[config.mk]
export PLATFORM = sky130hd
export DESIGN_NAME = seg7_bus_reader
export DESIGN_NICKNAME = d
export VERILOG_FILES = /design/src/rtl/seg7_pkg.sv /design/src/rtl/seg7_pattern_lookup.sv /design/src/rtl/seg7_bus_reader.sv
export SDC_FILE = /design/constraint.sdc
export NUM_CORES = 1
export LEC_CHECK = 0
export CORE_MARGIN = 2
export CORE_UTILIZATION = 48
export CTS_CLUSTER_DIAMETER = 80
export DETAILED_ROUTE_END_ITERATION = 8
export PLACE_DENSITY = 0.74
export REMOVE_ABC_BUFFERS = 1
export SETUP_SLACK_MARGIN = 0.5
export SYNTH_ARGS = -nofsm -noshare
export SYNTH_HDL_FRONTEND = slang
export SYNTH_HIERARCHICAL = 1
export SYNTH_SLANG_ARGS = --single-unit
[constraint.sdc]
create_clock -name clk -period 2.8 [get_ports clk]
set_clock_uncertainty 0.05 [all_clocks]
set_input_delay 0.56 -clock clk [delete_from_list [all_inputs] [get_ports clk]]
set_output_delay 0.56 -clock clk [all_outputs]
set_load 0.02 [all_outputs]
[src/rtl/seg7_pkg.sv]
// seg7_pkg: shared constants and types for the 7-segment bus reader.
// Patterns are active-low {a,b,c,d,e,f,g}, bit 6 = a.
package seg7_pkg;

    typedef logic [6:0] seg7_pattern_t;

    localparam int SEG_A_BIT = 6;
    localparam int SEG_B_BIT = 5;
    localparam int SEG_C_BIT = 4;
    localparam int SEG_D_BIT = 3;
    localparam int SEG_E_BIT = 2;
    localparam int SEG_F_BIT = 1;
    localparam int SEG_G_BIT = 0;

    localparam seg7_pattern_t SEG_0     = 7'h01;
    localparam seg7_pattern_t SEG_1     = 7'h4F;
    localparam seg7_pattern_t SEG_2     = 7'h12;
    localparam seg7_pattern_t SEG_3     = 7'h06;
    localparam seg7_pattern_t SEG_4     = 7'h4C;
    localparam seg7_pattern_t SEG_5     = 7'h24;
    localparam seg7_pattern_t SEG_6     = 7'h20;
    localparam seg7_pattern_t SEG_7     = 7'h0F;
    localparam seg7_pattern_t SEG_8     = 7'h00;
    localparam seg7_pattern_t SEG_9     = 7'h04;
    localparam seg7_pattern_t SEG_A     = 7'h08;
    localparam seg7_pattern_t SEG_B     = 7'h60;
    localparam seg7_pattern_t SEG_C     = 7'h31;
    localparam seg7_pattern_t SEG_D     = 7'h42;
    localparam seg7_pattern_t SEG_E     = 7'h30;
    localparam seg7_pattern_t SEG_F     = 7'h38;
    localparam seg7_pattern_t SEG_BLANK = 7'h7F;

endpackage

[src/rtl/seg7_pattern_lookup.sv]
// seg7_pattern_lookup: active-low segment pattern to hex value.
// hit = recognised glyph, blank = all segments off.
module seg7_pattern_lookup
    import seg7_pkg::*;
(
    input  seg7_pattern_t seg_n,
    output logic          hit,
    output logic          blank,
    output logic [3:0]    value
);

    // Reverse glyph table; anything unlisted is neither hit nor blank.
    always_comb begin
        hit   = 1'b1;
        blank = 1'b0;
        value = 4'h0;
        unique case (seg_n)
            SEG_0:     value = 4'h0;
            SEG_1:     value = 4'h1;
            SEG_2:     value = 4'h2;
            SEG_3:     value = 4'h3;
            SEG_4:     value = 4'h4;
            SEG_5:     value = 4'h5;
            SEG_6:     value = 4'h6;
            SEG_7:     value = 4'h7;
            SEG_8:     value = 4'h8;
            SEG_9:     value = 4'h9;
            SEG_A:     value = 4'hA;
            SEG_B:     value = 4'hB;
            SEG_C:     value = 4'hC;
            SEG_D:     value = 4'hD;
            SEG_E:     value = 4'hE;
            SEG_F:     value = 4'hF;
            SEG_BLANK: begin
                hit   = 1'b0;
                blank = 1'b1;
            end
            default:   hit = 1'b0;
        endcase
    end

endmodule

[src/rtl/seg7_bus_reader.sv]
// seg7_bus_reader: recovers hex digits from a multiplexed active-low
// 7-segment bus after a pattern has been stable for STABLE_CNT samples.
module seg7_bus_reader
    import seg7_pkg::*;
#(
    parameter  int NUM_DIGITS = 4,
    parameter  int STABLE_CNT = 3,
    localparam int IW = (NUM_DIGITS > 1) ? $clog2(NUM_DIGITS) : 1,
    localparam int CW = $clog2(STABLE_CNT + 1),
    localparam int SW = 7 + NUM_DIGITS
)
(
    input  logic                    clk,
    input  logic                    reset_n,
    input  logic [6:0]              seg_n,
    input  logic [NUM_DIGITS-1:0]   dig_en_n,
    output logic [4*NUM_DIGITS-1:0] digits,
    output logic [NUM_DIGITS-1:0]   digit_ok,
    output logic                    upd_stb,
    output logic [IW-1:0]           upd_idx,
    output logic [3:0]              upd_val,
    output logic                    upd_blank,
    output logic                    upd_err
);

    logic [6:0]              seg_s1_q, seg_s1_d, seg_s2_q, seg_s2_d;
    logic [NUM_DIGITS-1:0]   en_s1_q, en_s1_d, en_s2_q, en_s2_d;
    logic [SW-1:0]           prev_q, prev_d;
    logic [CW-1:0]           cnt_q, cnt_d;
    logic [4*NUM_DIGITS-1:0] digits_q, digits_d;
    logic [NUM_DIGITS-1:0]   ok_q, ok_d;
    logic                    stb_q, stb_d;
    logic [IW-1:0]           idx_q, idx_d;
    logic [3:0]              val_q, val_d;
    logic                    blank_q, blank_d;
    logic                    err_q, err_d;

    logic [SW-1:0]         sample;
    logic [NUM_DIGITS-1:0] en_low;
    logic                  slot_ok;
    logic                  same;
    logic                  accept;
    logic                  lk_hit, lk_blank;
    logic [3:0]            lk_value;

    seg7_pattern_lookup u_lookup (
        .seg_n (seg_s2_q),
        .hit   (lk_hit),
        .blank (lk_blank),
        .value (lk_value)
    );

    // Sync, run counting, acceptance and register-bank update.
    always_comb begin
        seg_s1_d = seg_n;
        en_s1_d  = dig_en_n;
        seg_s2_d = seg_s1_q;
        en_s2_d  = en_s1_q;

        sample  = {seg_s2_q, en_s2_q};
        en_low  = ~en_s2_q;
        slot_ok = $onehot(en_low);
        same    = (sample == prev_q);
        prev_d  = sample;

        if (!slot_ok)
            cnt_d = '0;
        else if (!same)
            cnt_d = CW'(1);
        else if (cnt_q == CW'(STABLE_CNT))
            cnt_d = cnt_q;
        else
            cnt_d = cnt_q + CW'(1);

        // A changed sample only completes a run when one sample suffices.
        accept = slot_ok && (same ? (cnt_q == CW'(STABLE_CNT - 1))
                                  : (STABLE_CNT == 1));

        digits_d = digits_q;
        ok_d     = ok_q;
        stb_d    = 1'b0;
        idx_d    = '0;
        val_d    = 4'h0;
        blank_d  = 1'b0;
        err_d    = 1'b0;

        if (accept) begin
            stb_d   = 1'b1;
            blank_d = lk_blank;
            err_d   = !lk_hit && !lk_blank;
            val_d   = lk_hit ? lk_value : 4'h0;
            for (int i = 0; i < NUM_DIGITS; i++) begin
                if (en_low[i]) begin
                    idx_d   = i[IW-1:0];
                    ok_d[i] = lk_hit;
                    if (lk_hit)
                        digits_d[4*i +: 4] = lk_value;
                    else if (lk_blank)
                        digits_d[4*i +: 4] = 4'h0;
                end
            end
        end
    end

    // State and output registers.
    always_ff @(posedge clk or negedge reset_n) begin
        if (!reset_n) begin
            seg_s1_q <= '0;
            seg_s2_q <= '0;
            en_s1_q  <= '0;
            en_s2_q  <= '0;
            prev_q   <= '0;
            cnt_q    <= '0;
            digits_q <= '0;
            ok_q     <= '0;
            stb_q    <= 1'b0;
            idx_q    <= '0;
            val_q    <= 4'h0;
            blank_q  <= 1'b0;
            err_q    <= 1'b0;
        end else begin
            seg_s1_q <= seg_s1_d;
            seg_s2_q <= seg_s2_d;
            en_s1_q  <= en_s1_d;
            en_s2_q  <= en_s2_d;
            prev_q   <= prev_d;
            cnt_q    <= cnt_d;
            digits_q <= digits_d;
            ok_q     <= ok_d;
            stb_q    <= stb_d;
            idx_q    <= idx_d;
            val_q    <= val_d;
            blank_q  <= blank_d;
            err_q    <= err_d;
        end
    end

    assign digits    = digits_q;
    assign digit_ok  = ok_q;
    assign upd_stb   = stb_q;
    assign upd_idx   = idx_q;
    assign upd_val   = val_q;
    assign upd_blank = blank_q;
    assign upd_err   = err_q;

endmodule
==> results.md <==
• **result of the run** finished clean
• **# nets final** 308
• **GRT Overall Usage** 18.91%
• **headroom to the max-slew limit** 49.78%
• **first-pass detailed-route iteration total** 4
• **worst slack at placement** -100.2 ps
• **critical path's slowest cell** sky130_fd_sc_hd__fa_1
• **smallest setup slack after layout** 127.4 ps
• **die outline height** 78.43 microns
• **CTS tree** built
• **clock group share of total power** 40.7%
• **largest net degree at the start of global routing** 65
• **worst setup path class** reg -> reg
• **number of synthesized flops with an enable pin** 0
• **Leakage Power** 0.001525 uW
• **detailed-route vias per instance** 5.172
• **port bufs** 41
• **core area** 5439 sq um
• **residual DRC count** 0
• **sequential share of the synthesized area** 60.24%
• **clock tree root buffer cell** sky130_fd_sc_hd__clkbuf_8
• **final cell count without fillers** 367
• **proportion of layout cells with a drive suffix above 1** 28.81%
• **initial core utilization** 48.88%
• **endpoint arrival time on the critical path** 2840 ps
• **Wirelength per Cell** 14.32 microns
• **total number of yosys warnings** 6
• **largest incremental delay on the critical path** 540 ps
• **I/O Pins** 42
• **cells after synthesis** 226
• **Clock Latency Late Sink** 330 ps
• **sw frac** 22.18%
• **floorplan die area** 6150 sq um
• **CP max FO** 5
• **routed wire length on met2** 2621 microns
• **share of total power in sequential cells** 50.9%
• **number of synthesized register bits** 64
• **remaining antenna violation count** 0
• **combinational power share** 8.5%
• **Hold Path Cell Cnt** 0
• **DP HPWL** 3397 microns
• **cell-internal power** 1484 uW
• **highest routed layer** met4
• **ys async rst share** 100.0%
• **cell area after synthesis** 2659 sq um
• **Chip Width** 78.43 microns
• **worst-path cell chain** fa_1 > inv_1 > ha_2 > ha_4 > nand4bb_4 > nor2_2 > or4b_4 > mux2_4
• **clk buf depth** 2
• **number of placed cells counting well taps** 345
• **Antenna Cells** 0
• **number of antenna violations at the first check in global routing** 0
• **share of the synthesized area in the top cell type** 60.24%
• **power consumption** 1906 uW
• **detailed-route via count** 1898
• **switching pwr** 422.8 uW
• **clock buffers created by TritonCTS** 9
• **power density over the cells** 520.5 nW/um^2
• **Netlist cell types** 47
• **Routed met3 length** 219 microns
• **H-Tree Depth** 3
• **unrepaired setup endpoints after global routing** true
• **critical path required time** 2970 ps
• **via count of the first global-routing pass** 1791
• **number of sinks on the clock net** 64
• **violation count after the first detailed-route iteration** 105
• **worst ir drop on vdd** 0.3943 mV
• **post-route met1 wirelength** 2310 microns
• **post-route fraction of the period consumed by the critical path** 95.45%
• **achievable clock frequency** 374.2 MHz
• **most instantiated flip-flop cell in the synthesis netlist** sky130_fd_sc_hd__dfrtp_1
• **cell taking the most area after synthesis** sky130_fd_sc_hd__dfrtp_1
• **count of pins over their slew limit** 0
• **number of max-cap violations** 0
• **Startpoint Class** flip-flop
• **depth of the worst register-to-register path** 8
• **final number of setup-violating endpoints** 0
• **first-pass GRT wire length** 8804 microns
• **worst slew pin tran** 753.4 ps
• **time the final worst path needs with I/O delays and setup** 2673 ps
• **last weighted congestion value of the routability-driven placer** 0.8880
• **Area contributors post-synth** sky130_fd_sc_hd__dfrtp_1, sky130_fd_sc_hd__xnor2_1, sky130_fd_sc_hd__o22ai_1
• **Placement Rows** 27
• **worst min-delay path category** reg -> reg
• **WL final** 5256 microns
• **endpoint type of the worst setup path** flip-flop
• **Final Hold Vio Count** 0
• **syn_area_per_cell** 11.76 sq um
• **global route total overflow** 0
• **clock slew at reported path FFs** 70 ps
• **Synth-to-Final Area Change** 37.74%
power by group through the flow:
stage	clock [uW]	sequential, uW	combinational [uW]
2_1_floorplan	0	993	63.4
3_3_place_gp	0	986	133
3_5_place_dp	0	987	136
4_1_cts	795	970	153
5_1_grt	838	973	182
6_report	775	970	161
cell usage after synthesis (all sizes together), types with 2 or more instances:
library cell and instances:
or3b 2, nor3b 3, nand2 8, nand3 2
buf 9, o22ai 16, o21ai 4, or3 4
or4b 6, nor2 17, nor4 8, nand4 3
clkbuf 4, inv 24, a21oi 6, xor2 2
nor3 6, mux2 4, dfrtp 64, xnor2 12
ha 4
cells in the final DEF, fill, tap and decap left out, types with 4 or more instances in the layout:
cell type                         count
sky130_fd_sc_hd__a21oi_1              5
sky130_fd_sc_hd__buf_4               19
sky130_fd_sc_hd__buf_6                4
sky130_fd_sc_hd__clkbuf_8            11
sky130_fd_sc_hd__clkdlybuf4s50_1     40
sky130_fd_sc_hd__dfrtp_1             63
sky130_fd_sc_hd__inv_1               23
sky130_fd_sc_hd__mux2_4               4
sky130_fd_sc_hd__nand2_1              8
sky130_fd_sc_hd__nor2_1               9
sky130_fd_sc_hd__nor2_2               8
sky130_fd_sc_hd__nor3_1               5
sky130_fd_sc_hd__nor4_1               5
sky130_fd_sc_hd__o22ai_1              6
sky130_fd_sc_hd__o22ai_2             10
sky130_fd_sc_hd__or4b_4               5
sky130_fd_sc_hd__xnor2_1             12
flip-flops by register name, summed over array words and instances, names as in the netlist:
signal,flops
seg_s2_q,7
upd_stb,1
upd_val,4
seg_s1_q,7
prev_q,11
en_s1_q,4
digit_ok,4
digits,16
en_s2_q,4
cnt_q,2
upd_idx,2
upd_blank,1
upd_err,1
area by class of cell:
| type | instances | area (sq um) |
|---|---|---|
| clock buffers | 13 | 158.9 |
| clock inverters | 3 | 40.04 |
| fillers | 411 | 1777 |
| inverters | 24 | 90.09 |
| multi-input cells | 127 | 1087 |
| flip-flops and latches | 64 | 1603 |
| well taps | 72 | 90.09 |
| repair buffers | 64 | 593.1 |
worst paths after layout:
check	slack [ps]	end	startpoint
max	130	digit_ok[0]$_DFFE_PN0P_	en_s2_q[3]$_DFF_PN0_
min	300	en_s2_q[3]$_DFF_PN0_	en_s1_q[3]$_DFF_PN0_
max reg2reg	130	digit_ok[0]$_DFFE_PN0P_	en_s2_q[3]$_DFF_PN0_
min reg2reg	300	en_s2_q[3]$_DFF_PN0_	en_s1_q[3]$_DFF_PN0_
max in group asynchronous	1830	seg_s2_q[5]$_DFF_PN0_	reset_n
min in group asynchronous	340	digit_ok[1]$_DFFE_PN0P_	reset_n
layer usage:
| layer | vias to the layer above | track usage, % |
|---|---|---|
| met3 | 9 | 4.368 |
| li1 | 925 | - |
| met1 | 904 | 24.46 |
| met5 | - | 0 |
| met4 | 0 | 11.23 |
| met2 | 60 | 29.22 |
timing repair:
item                       in CTS  in global routing
pin swaps                       3                  8
resized for setup              14                 26
gates cloned                    2                  0
hold buffers                    0                  0
setup endpoints to repair      29                 29
setup buffers                   0                  4
worst max-delay path, delay by kind of cell (launching register included):
kind          cells  cell delay [ps]
flops             1              400
simple gates      3              840
buf+inv           1               40
fa+ha+maj         3              930
mux               1              310
logic make-up (layout without fill, tap and decap cells):
logic type / count (synthesis) / in the layout / share of synthesized area, %
buffers and inverters: 37 / 104 / 6.306
flip-flops: 64 / 64 / 60.24
multiplexers: 4 / 4 / 2.259
AND/OR/NAND/NOR: 68 / 70 / 15.81
AO/OA/AOI/OAI: 34 / 34 / 8.142
XOR/XNOR: 14 / 14 / 4.612
adder cells (fa/ha/maj): 5 / 5 / 2.635
stage by stage:
stage | area, sq um | hold slack (ps) | util [%] | TNS (ps)
finish | 3662 | 297.5 | 67.33 | 0
global route | 3662 | 305.1 | 67.33 | 0
CTS | 3516 | 299.5 | 64.64 | 0
detailed placement | 3219 | 284.7 | 59.19 | -923.8
global placement | 3219 | 283.1 | 59.19 | -282.5
floorplan | 2581 | 214.4 | - | -480.1
(Power assumes the default switching activity.)
